===== src/rtl/multicycle_ctrl.sv =====
// Multicycle CPU control FSM: sequences FETCH/DECODE/EXECUTE/MEMORY/WRITEBACK per instruction
// class, with memory wait timeout, stall holding and a retired-instruction counter.
module multicycle_ctrl #(
  parameter int unsigned SKIP_UNUSED  = 1,
  parameter int unsigned MEM_WAIT_MAX = 15,
  parameter int unsigned CNT_W        = 32
) (
  input  logic             clk,
  input  logic             rst_n,
  input  logic             stall,
  input  logic             is_load,
  input  logic             is_store,
  input  logic             is_branch,
  input  logic             is_jump,
  input  logic             is_halt,
  input  logic             mem_ready,
  output logic             pc_inc,
  output logic             ir_write,
  output logic             alu_op,
  output logic             mem_read,
  output logic             mem_write,
  output logic             reg_write,
  output logic [2:0]       state,
  output logic             halted,
  output logic             mem_err,
  output logic [CNT_W-1:0] instr_count
);

  localparam int unsigned WAIT_W   = (MEM_WAIT_MAX > 1) ? $clog2(MEM_WAIT_MAX) : 1;
  localparam int unsigned WaitLast = (MEM_WAIT_MAX > 0) ? MEM_WAIT_MAX - 1 : 0;

  typedef enum logic [2:0] {
    StFetch     = 3'd0,
    StDecode    = 3'd1,
    StExecute   = 3'd2,
    StMemory    = 3'd3,
    StWriteback = 3'd4,
    StHalt      = 3'd5,
    StError     = 3'd6
  } state_e;

  typedef enum logic [2:0] {
    ClsAlu,
    ClsLoad,
    ClsStore,
    ClsBranch,
    ClsHalt
  } cls_e;

  state_e            r_state;
  cls_e              r_cls;
  cls_e              w_dec_cls;
  logic [WAIT_W-1:0] r_wait;
  logic [CNT_W-1:0]  r_count;
  logic              w_skip;
  logic              w_mem_cls;
  logic              w_timeout;

  assign w_skip    = (SKIP_UNUSED != 0);
  assign w_mem_cls = (r_cls == ClsLoad) || (r_cls == ClsStore);
  // Timeout fires on the MEM_WAIT_MAX-th consecutive low cycle; a ready in that cycle still wins.
  assign w_timeout = (MEM_WAIT_MAX != 0) && !mem_ready && (r_wait == WAIT_W'(WaitLast));

  always_comb begin
    if (is_halt)                    w_dec_cls = ClsHalt;
    else if (is_load)               w_dec_cls = ClsLoad;
    else if (is_store)              w_dec_cls = ClsStore;
    else if (is_branch || is_jump)  w_dec_cls = ClsBranch;
    else                            w_dec_cls = ClsAlu;
  end

  always_ff @(posedge clk or negedge rst_n) begin
    if (!rst_n) begin
      r_state <= StFetch;
      r_cls   <= ClsAlu;
      r_wait  <= '0;
      r_count <= '0;
    end else begin
      // Counter is cleared on every cycle that is not a continued wait, so entry clears it.
      r_wait <= '0;
      case (r_state)
        StFetch: begin
          if (mem_ready)      r_state <= StDecode;
          else if (w_timeout) r_state <= StError;
          else                r_wait  <= r_wait + WAIT_W'(1);
        end
        StDecode: begin
          if (!stall) begin
            r_cls   <= w_dec_cls;
            r_state <= StExecute;
          end
        end
        StExecute: begin
          if (!stall) begin
            if (r_cls == ClsHalt) begin
              r_state <= StHalt;
            end else if (!w_skip || w_mem_cls) begin
              r_state <= StMemory;
            end else if (r_cls == ClsBranch) begin
              r_state <= StFetch;
              r_count <= r_count + CNT_W'(1);
            end else begin
              r_state <= StWriteback;
            end
          end
        end
        StMemory: begin
          if (!w_mem_cls) begin
            r_state <= StWriteback;
          end else if (mem_ready) begin
            if (w_skip && (r_cls == ClsStore)) begin
              r_state <= StFetch;
              r_count <= r_count + CNT_W'(1);
            end else begin
              r_state <= StWriteback;
            end
          end else if (w_timeout) begin
            r_state <= StError;
          end else begin
            r_wait <= r_wait + WAIT_W'(1);
          end
        end
        StWriteback: begin
          if (!stall) begin
            r_state <= StFetch;
            r_count <= r_count + CNT_W'(1);
          end
        end
        StHalt:  r_state <= StHalt;
        StError: r_state <= StError;
        default: r_state <= StError;
      endcase
    end
  end

  // Gated by rst_n so strobes drop the instant reset asserts, independent of the clock.
  always_comb begin
    pc_inc    = 1'b0;
    ir_write  = 1'b0;
    alu_op    = 1'b0;
    mem_read  = 1'b0;
    mem_write = 1'b0;
    reg_write = 1'b0;
    if (rst_n) begin
      case (r_state)
        StFetch: begin
          mem_read = 1'b1;
          pc_inc   = mem_ready;
          ir_write = mem_ready;
        end
        StExecute: alu_op = !stall;
        StMemory: begin
          mem_read  = (r_cls == ClsLoad);
          mem_write = (r_cls == ClsStore);
        end
        StWriteback: reg_write = !stall && ((r_cls == ClsLoad) || (r_cls == ClsAlu));
        default: ;
      endcase
    end
  end

  assign state       = r_state;
  assign halted      = (r_state == StHalt);
  assign mem_err     = (r_state == StError);
  assign instr_count = r_count;

endmodule

===== config.mk =====
export PLATFORM = sky130hd
export DESIGN_NAME = multicycle_ctrl
export DESIGN_NICKNAME = d
export VERILOG_FILES = /design/src/rtl/multicycle_ctrl.sv
export SDC_FILE = /design/constraint.sdc
export NUM_CORES = 1
export LEC_CHECK = 0
export CAP_MARGIN = 20
export CORE_ASPECT_RATIO = 2
export CORE_MARGIN = 2
export CORE_UTILIZATION = 35
export DETAILED_ROUTE_END_ITERATION = 7
export GPL_ROUTABILITY_DRIVEN = 0
export PLACE_DENSITY = 0.63
export SYNTH_ARGS = -nofsm -noshare
export SYNTH_HDL_FRONTEND = slang
export SYNTH_SLANG_ARGS = --single-unit

===== constraint.sdc =====
create_clock -name clk -period 2.5 [get_ports clk]
set_input_delay 0.5 -clock clk [delete_from_list [all_inputs] [get_ports clk]]
set_output_delay 0.5 -clock clk [all_outputs]
set_load 0.01 [all_outputs]

==> summary.txt, run 1 <==
Setup path
  – Reg2reg setup slack: about 340 ps
  – Crit Reg-Reg Startpoint: instr_count[1]$_DFFE_PN0P_
  – Family with the most delay on the worst path: buffers and inverters
  – CP most frequent cell: clkdlybuf4s50_1
  – Required time of the critical path: about 2000 ps
  – Slowest CP cell: clkdlybuf4s50_1
  – R2R cell count: 6
  – Worst path bufs/invs: 2
  – Setup crit end kind: output pin
  – Worst stage delay on the critical path: approximately 530 ps
  – Critical path arrival: roughly 1900 ps
  – Crit-path max FO: 3
  – Critical path launch point type: input pin
  – Critical R2R Capture: instr_count[26]$_DFFE_PN0P_
  – CP Cell Sequence: clkdlybuf4s50_1 > nor2_1 > and3_1 > clkdlybuf4s50_1
  – CP Class: input pin to output pin

STA
  – Slew @ Worst Pin: 444 ps
  – Tmin final: 2380 ps
  – Fin Setup TNS: 0 ps
  – Fin Hold WS: ~200 ps
  – Finish-stage setup viols: 0
  – Fin crit share: 0.952
  – Fin. Hold Viols: 0
  – Slew HR: 0.696
  – Max-slew violation count: 0
  – Clock skew after layout: 4.42 ps
  – Unrepaired setup endpoints after global routing: false
  – Fmax: about 420 MHz

Final layout
  – N_diodes: 0
  – Share of layout cells above drive strength 1: 0.126
  – Final cell count without fillers: a little under 400
  – Nets: roughly 310
  – Area growth from synthesis to layout: 37.8%

Logic synthesis
  – Syn Nets: about 250
  – Synth warn: 0
  – Number of synthesized flops with an enable pin: 0
  – Syn Inst Count: roughly 240
  – Sequential cell area fraction in the yosys report: 0.464
  – Asr flop ratio synth: 1.00
  – Number of synthesized register bits: between 40 and 50
  – Synth area leader: dfrtp_1
  – Synth top area share: 0.464
  – Top_reg_cell synth: dfrtp_1
  – Synth area leaders: dfrtp_1 46%, xor2_1 7.3%, xnor2_1 6.2%
  – Syn_area_per_cell: between 9 and 10 µm²
  – Cell with the most instances after synthesis: dfrtp_1
  – Commonest cells in the netlist: 42 x dfrtp_1, 25 x nor2_1, 24 x nand2_1, 19 x xor2_1, 16 x xnor2_1
  – Post-synthesis instance area: 2260 µm²
  – Synth unique cells: 46

Placement
  – # port buffers: between 50 and 60
  – Dpl cells: roughly 380
  – Post-DP HPWL: between 4 and 5 mm

Routing
  – Pre-antenna DRT Iters: 4
  – Routed Antenna Nets: 0
  – DRC viols: 0
  – Iter 0 DRT Violations: 55
  – WL final: around 5.4 mm
  – Vias/cell: 5.01
  – Total number of vias: 1937
  – DR WL/cell: about 14 µm

Worst hold path
  – HP Class: input pin to async pin

Pwr
  – P per Cell Area: approximately 810 nW/µm²
  – Static leakage: approximately 1.4 nW
  – Worst vdd ir: 0.000535 V

Floorplan
  – Die Wd: ~60 µm
  – Total number of placement rows: 41
  – Core area: 6310 µm²
  – Die H: approximately 120 µm
  – Initial Util: 0.359
  – Die area: 7170 µm²
  – Io pins: 52

GRT
  – Antenna violations before repair: 0
  – Vias in the first global route: 1920
  – Total Routing Usage GR: 0.164
  – First-pass GRT wire length: 9.03 mm
  – Largest net degree at the start of global routing: 37
  – Total grt overflow: 0

CTS
  – Clock latency on the worst-skew pair: approximately 280 ps
  – H-Tree Depth: 2
  – Clock sink total: 42
  – Post CTS Setup Buffer Count: 0
  – TritonCTS Buffers: 5
  – CTS tree: built
  – Clock Path Buffers: 2
  – CTS root buf: clkbuf_16
  – Worst-path clk slew: around 60 ps
  – CTS Hold Bufs: 0

Status
  – Run status: finished, final reports clean

Run
  – Max_cap viols: 0
[worst max path at each step]
stage                                    start                           to  slack, ps  cells past startpoint
global route              r_cls[0]$_DFFE_PN0P_                    mem_write         70                      3
floorplan           instr_count[0]$_DFFE_PN0P_  instr_count[30]$_DFFE_PN0P_        330                      6
finish                                   stall                       alu_op        120                      4
CTS                       state[1]$_DFFE_PN0P_                    reg_write         20                      4
detailed placement                   mem_ready  instr_count[14]$_DFFE_PN0P_         80                      6
global placement                         stall                    reg_write        100                      3
[layout make-up]
cell class / count / area, µm²
fill: 608 / 3190
tap: 86 / 108
sequential: 42 / 1050
clock buffer: 6 / 129
multi-input combinational: 178 / 1150
clock inverter: 2 / 37.5
inverter: 7 / 26.3
timing repair buffer: 66 / 621
[power by group]
part	internal (W)	switching (W)	leakage [nW]
clock	0.000471	0.000260	0.0771
combinational	0.000439	0.000406	0.741
sequential	0.000773	0.000177	0.558
[registers in the layout, indices dropped and copies added (netlist names)]
signal	cells
instr_count	32
r_cls	3
r_wait	4
state	3
[metal layers]
| metal | up-vias | wire [µm] | GRT usage |
|---|---|---|---|
| met5 | - | 0 | 0 |
| met4 | 0 | 233 | 0.0938 |
| met3 | 13 | 182 | 0.0275 |
| met2 | 46 | 2890 | 0.286 |
| met1 | 917 | 2070 | 0.175 |
| li1 | 961 | - | - |
[placed cells by master (no fill, tap or decap), types with 2 or more instances in the layout]
master / netlist / final
xor2_1: 19 / 19
or4_4: 3 / 3
nor2_1: 25 / 24
and2_1: 3 / 3
dfrtp_1: 42 / 40
o31ai_1: 3 / 3
nand2_1: 24 / 24
nand2b_1: 2 / 2
nor2_2: 2 / 3
dfrtp_2: 0 / 2
clkdlybuf4s50_1: 0 / 49
nor3_1: 11 / 11
o21ai_0: 2 / 2
o211ai_1: 2 / 2
inv_1: 7 / 7
a21oi_1: 3 / 3
o2111ai_1: 2 / 2
and3_1: 6 / 6
o21a_1: 2 / 2
nor2b_1: 2 / 2
nor4_1: 8 / 8
nand4_1: 7 / 7
xnor2_1: 16 / 16
clkbuf_16: 0 / 5
nand3_1: 13 / 13
ha_1: 3 / 3
buf_4: 1 / 15
[through the flow]
step,utilization,worst slack (ps),total power [W],instance area [µm²]
after floorplan,-,335,0.00142,2260
after global placement,0.467,105,0.00179,2950
after detailed placement,0.467,82.4,0.00180,2950
after CTS,0.494,20.6,0.00255,3120
after global routing,0.495,70.0,0.00268,3120
final,0.495,120,0.00253,3120
[worst reg2reg max path, delay by kind of cell (launching register included)]
family,cells,cell delay [ps]
xor+xnor,1,140
fa+ha+maj,1,220
buf+inv,1,40
flops,1,460
simple gates,3,1220
[logic make-up (layout without fill, tap and decap cells)]
kind of cell | count (synthesis) | after routing | synth area share
compound gates | 21 | 21 | 0.0669
xor+xnor | 35 | 35 | 0.135
fa+ha+maj | 3 | 3 | 0.0166
buf+inv | 16 | 81 | 0.0304
flops | 42 | 42 | 0.464
mux | 1 | 1 | 0.00497
simple gates | 118 | 118 | 0.282
[repair_timing]
| item | in CTS | in global routing |
|---|---|---|
| setup endpoints to repair | 1 | 2 |
| endpoints found under the hold margin | 0 | 0 |
| gates resized for setup | 1 | 3 |
Power figures use the tool's default switching activity.
==> inputs of run 2 (changes only) <==
Settings changed: CORE_ASPECT_RATIO 2 to 1.25.
==> summary.txt, run 2 (synthesized netlist as in run 1, its figures left out) <==
Pwr
  – Worst vdd ir: ~0.00048 V
  – Static leakage: 1.33 nW
  – P per Cell Area: 738 nW/µm²

Setup path
  – Crit Reg-Reg Startpoint: state[1]$_DFFE_PN0P_
  – Worst path depth: 4
  – R2R cell count: 6
  – Reg2reg setup slack: 300 ps
  – Critical path arrival: ~1900 ps
  – CP Cell Sequence: nor2_4 > nand2_1 > nor4b_1 > clkdlybuf4s50_1
  – Crit-path max FO: 8
  – Worst stage delay on the critical path: roughly 590 ps
  – Setup crit end kind: output pin
  – CP Class: flip-flop to output pin
  – Required time of the critical path: approximately 2000 ps
  – Critical path launch point type: flip-flop
  – Family with the most delay on the worst path: buffers and inverters
  – Critical R2R Capture: instr_count[16]$_DFFE_PN0P_
  – Worst path bufs/invs: 1
  – Slowest CP cell: clkdlybuf4s50_1

Floorplan
  – Initial Util: 0.365
  – Die H: between 90 and 100 µm
  – Core area: approximately 6200 µm²
  – Total number of placement rows: 32
  – Die Wd: 75.9 µm
  – Die area: approximately 7000 µm²
  – Io pins: 52

STA
  – Slew HR: 0.679
  – Fmax: about 420 MHz
  – Max-slew violation count: 0
  – Slew @ Worst Pin: just under 500 ps
  – Clock skew after layout: between 6 and 7 ps
  – Tmin final: about 2400 ps
  – Fin crit share: 0.959
  – Fin. Hold Viols: 0
  – Fin Hold WS: 23.9 ps
  – Unrepaired setup endpoints after global routing: false
  – Finish-stage setup viols: 0
  – Fin Setup TNS: 0 ps

Routing
  – Pre-antenna DRT Iters: 4
  – Routed Antenna Nets: 0
  – Vias/cell: 4.99
  – WL final: 5.14 mm
  – Iter 0 DRT Violations: between 60 and 70
  – DR WL/cell: between 10 and 15 µm
  – Total number of vias: approximately 1900
  – DRC viols: 0

CTS
  – CTS root buf: clkbuf_8
  – CTS tree: built
  – Clock sink total: 42
  – Worst-path clk slew: approximately 80 ps
  – Clock Path Buffers: 2
  – TritonCTS Buffers: 5
  – Post CTS Setup Buffer Count: 0
  – CTS Hold Bufs: 0
  – Post-cts gate resize count: 1
  – H-Tree Depth: 2
  – Clock latency on the worst-skew pair: around 300 ps

Placement
  – # port buffers: 51
  – Post-DP HPWL: 3.83 mm

GRT
  – Antenna violations before repair: 0
  – Total grt overflow: 0
  – Vias in the first global route: between 1500 and 2000
  – Largest net degree at the start of global routing: 39
  – First-pass GRT wire length: a little under 9 mm
  – Total Routing Usage GR: 0.153

Final layout
  – N_diodes: 0
  – Number of flip-flops in the largest register: 32
  – Commonest non-fill, non-tap cells in the layout: 49 x clkdlybuf4s50_1, 40 x dfrtp_1, 24 x nand2_1, 24 x nor2_1, 19 x xor2_1
  – Nets: between 300 and 400
  – Fillers: between 600 and 700
  – Area growth from synthesis to layout: 33.8%
  – Commonest non-fill, non-tap cell in the layout: clkdlybuf4s50_1
  – Share of layout cells above drive strength 1: 0.121
  – Fin util: 0.488

Worst hold path
  – HP Class: input pin to async pin

Status
  – Run status: finished, final reports clean

Run
  – Max_cap viols: 0
## run 2: routing by layer
metal	wire length, µm	vias up	GRT usage	share of wire
met2	2610	44	0.266	0.51
li1	-	946	-	-
met4	46	0	0.0561	0.0090
met5	0	-	0	0
met3	197	4	0.0298	0.038
met1	2280	912	0.189	0.44
## run 2: worst register-to-register path: stages (launching register included)
cell	delay, ps
dfrtp_1	530
buf_4	200
nand4b_1	90
o211a_1	300
or3_4	480
nor4_1	360
xor2_1	170
## run 2: worst max path at each step
stage	end	slack (ps)	startpoint
global placement	instr_count[16]$_DFFE_PN0P_	100	mem_ready
finish	reg_write	100	state[1]$_DFFE_PN0P_
CTS	mem_write	0.2	state[0]$_DFFE_PN0P_
detailed placement	instr_count[16]$_DFFE_PN0P_	80	mem_ready
global route	reg_write	7	state[1]$_DFFE_PN0P_
floorplan	instr_count[30]$_DFFE_PN0P_	330	instr_count[0]$_DFFE_PN0P_
## run 2: area by class of cell
type,count,area [µm²],share of cell area
clock inverters,3,25.0,0.00826
repair buffers,62,591,0.195
flip-flops and latches,42,1050,0.348
multi-input cells,178,1160,0.382
well taps,85,106,0.0351
inverters,7,26.3,0.00867
clock buffers,5,68.8,0.0227
## run 2: power breakdown
part	internal, W	switching, W	total, W
clock network	0.000202	0.000261	0.000463
logic	0.000414	0.000398	0.000811
registers	0.000772	0.000188	0.000960
## run 2: metrics by stage
step                      cells  instance area [µm²]  power [W]  setup WS (ps)
after global placement      374                 2920    0.00176           95.8
after global routing        382                 3030    0.00239           6.99
final                       382                 3030    0.00223            103
after CTS                   382                 3010    0.00224          0.226
after detailed placement    374                 2920    0.00176           80.2
after floorplan             236                 2260    0.00142            335
==> inputs of run 3 (changes only) <==
==> constraint.sdc (replaced) <==
create_clock -name clk -period 2.5 [get_ports clk]
set_input_delay 0.625 -clock clk [delete_from_list [all_inputs] [get_ports clk]]
set_output_delay 0.625 -clock clk [all_outputs]
set_load 0.01 [all_outputs]
==> summary.txt, run 3 (synthesized netlist as in run 1, its figures left out) <==
Routing
  – WL final: 5.02 mm
  – DR WL met3: 157 µm
  – Met2 wire len: 2.59 mm
  – Vias/cell: a little under 5
  – Met1 Wirelength: 2.21 mm
  – Iter 0 DRT Violations: 58
  – Total number of vias: roughly 1900
  – Pre-antenna DRT Iters: 4
  – DRC viols: 0
  – DR WL/cell: 12.9 µm
  – Routed Antenna Nets: 0
  – Top sig layer: met4

Setup path
  – Setup crit end kind: output pin
  – Critical path arrival: between 1500 and 2000 ps
  – Worst path bufs/invs: 1
  – CP most frequent cell: nor2_1
  – Family with the most delay on the worst path: buffers and inverters
  – CP Class: flip-flop to output pin
  – CP Cell Sequence: nor2_2 > nand2_1 > nor2_1 > nor2_1 > nor2_1 > clkdlybuf4s50_1
  – Crit-path max FO: 8
  – Critical path launch point type: flip-flop
  – Required time of the critical path: 1880 ps
  – Worst stage delay on the critical path: about 530 ps
  – Slowest CP cell: clkdlybuf4s50_1

Final layout
  – FF+latch area: around 1100 µm²
  – Share of layout cells above drive strength 1: 0.142
  – Multi-input gate area: 1160 µm²
  – Fillers: 630
  – N_diodes: 0
  – Nets: about 310
  – Area growth from synthesis to layout: 35.3%
  – Number of flip-flops in the largest register: 32
  – Commonest non-fill, non-tap cells in the layout: 46 x clkdlybuf4s50_1, 40 x dfrtp_1, 24 x nand2_1
  – Commonest non-fill, non-tap cell in the layout: clkdlybuf4s50_1

STA
  – Unrepaired setup endpoints after global routing: false
  – Fin. Hold Viols: 0
  – Clock skew after layout: between 6 and 7 ps
  – Finish-stage setup viols: 0
  – Tmin final: between 2000 and 2500 ps
  – Slew HR: 0.649
  – Max-slew violation count: 0
  – Fin Hold WS: approximately 270 ps
  – Fmax: 424 MHz
  – Slew @ Worst Pin: approximately 510 ps
  – Fin crit share: 0.943
  – Fin Setup TNS: 0 ps

Floorplan
  – Die Wd: 75.9 µm
  – Die H: approximately 94 µm
  – Io pins: 52
  – Total number of placement rows: 32
  – Die area: 7130 µm²
  – Core area: between 6000 and 7000 µm²
  – Initial Util: 0.365

GRT
  – Vias in the first global route: between 1500 and 2000
  – Total grt overflow: 0
  – Largest net degree at the start of global routing: 39
  – Antenna violations before repair: 0
  – First-pass GRT wire length: between 8 and 9 mm
  – Total Routing Usage GR: 0.152

Status
  – Run status: finished, final reports clean

Pwr
  – Worst vdd ir: 0.000515 V
  – P per Cell Area: between 700 and 800 nW/µm²
  – Static leakage: around 1.4 nW

CTS
  – CTS tree: built
  – CTS root buf: clkbuf_8
  – CTS Hold Bufs: 0
  – TritonCTS Buffers: 5
  – Clock sink total: 42
  – H-Tree Depth: 2
  – Worst-path clk slew: 80 ps
  – Clock Path Buffers: 2
  – Clock latency on the worst-skew pair: ~300 ps

Worst hold path
  – HP Class: input pin to async pin

Run
  – Max_cap viols: 0

Placement
  – Post-DP HPWL: ~4 mm
  – # port buffers: between 50 and 60
run 3: cell count changes in the layout (fill, tap and decap cells not counted), sizes merged:
| cell | previous run | this run |
|---|---|---|
| clkdlybuf4s50 | 49 | 46 |
| buf | 12 | 18 |
| dlymetal6s2s | 1 | 0 |
| dlygate4sd2 | 0 | 4 |
run 3: worst paths after layout:
path                                                  start                           to  slack [ps]  depth (start not counted)
worst max-delay path                   r_cls[1]$_DFFE_PN0P_                     mem_read         140                          6
worst max register to register         state[0]$_DFFE_PN0P_  instr_count[16]$_DFFE_PN0P_         200                          6
max in group asynchronous                             rst_n         r_cls[1]$_DFFE_PN0P_        1690                          2
worst min-delay path                                  rst_n          r_wait[2]$_DFF_PN0_         270                          2
worst min register to register  instr_count[31]$_DFFE_PN0P_  instr_count[31]$_DFFE_PN0P_         470                          1
min in group clk                instr_count[31]$_DFFE_PN0P_  instr_count[31]$_DFFE_PN0P_         470                          1
run 3: cell type report:
cell class,instances,area share
Clock buffer,5,0.0225
Clock inverter,3,0.00817
Sequential cell,42,0.344
Timing Repair Buffer,68,0.205
Multi-Input combinational cell,178,0.377
Inverter,7,0.00857
Tap cell,85,0.0347
run 3: power by group:
group | total, W | leakage, nW | internal (W) | switching, W
Sequential | 0.000910 | 0.558 | 0.000772 | 0.000138
Combinational | 0.000882 | 0.753 | 0.000442 | 0.000440
Clock | 0.000455 | 0.0447 | 0.000202 | 0.000253
Total | 0.00225 | 1.36 | 0.00142 | 0.000832
run 3: layer usage:
metal	global-route usage	vias up
met1	0.178	889
met5	0	-
li1	-	961
met2	0.277	29
met3	0.0288	6
met4	0.0591	0
run 3: per-stage QoR:
stage	utilization	power (W)	setup slack, ps	cell area (µm²)	instances
3_5_place_dp	0.476	0.00180	-51.4	2950	379
3_3_place_gp	0.476	0.00179	-30.2	2950	379
5_1_grt	0.494	0.00242	20.9	3060	388
4_1_cts	0.492	0.00227	34.1	3050	388
2_1_floorplan	-	0.00142	335	2260	236
6_report	0.494	0.00225	142	3060	388
run 3: worst register-to-register path, cell delays in order, from the launching register on:
cell	delay, ps
dfrtp_1	440
buf_4	190
or3b_1	370
o211a_1	210
or3_4	480
nor4_1	370
xor2_1	170
run 3: repair_timing:
item / in CTS / in global routing
setup endpoints to repair: 4 / 2
buffers inserted: 1 / 0
resized for setup: 5 / 4
pin swaps: 1 / 0
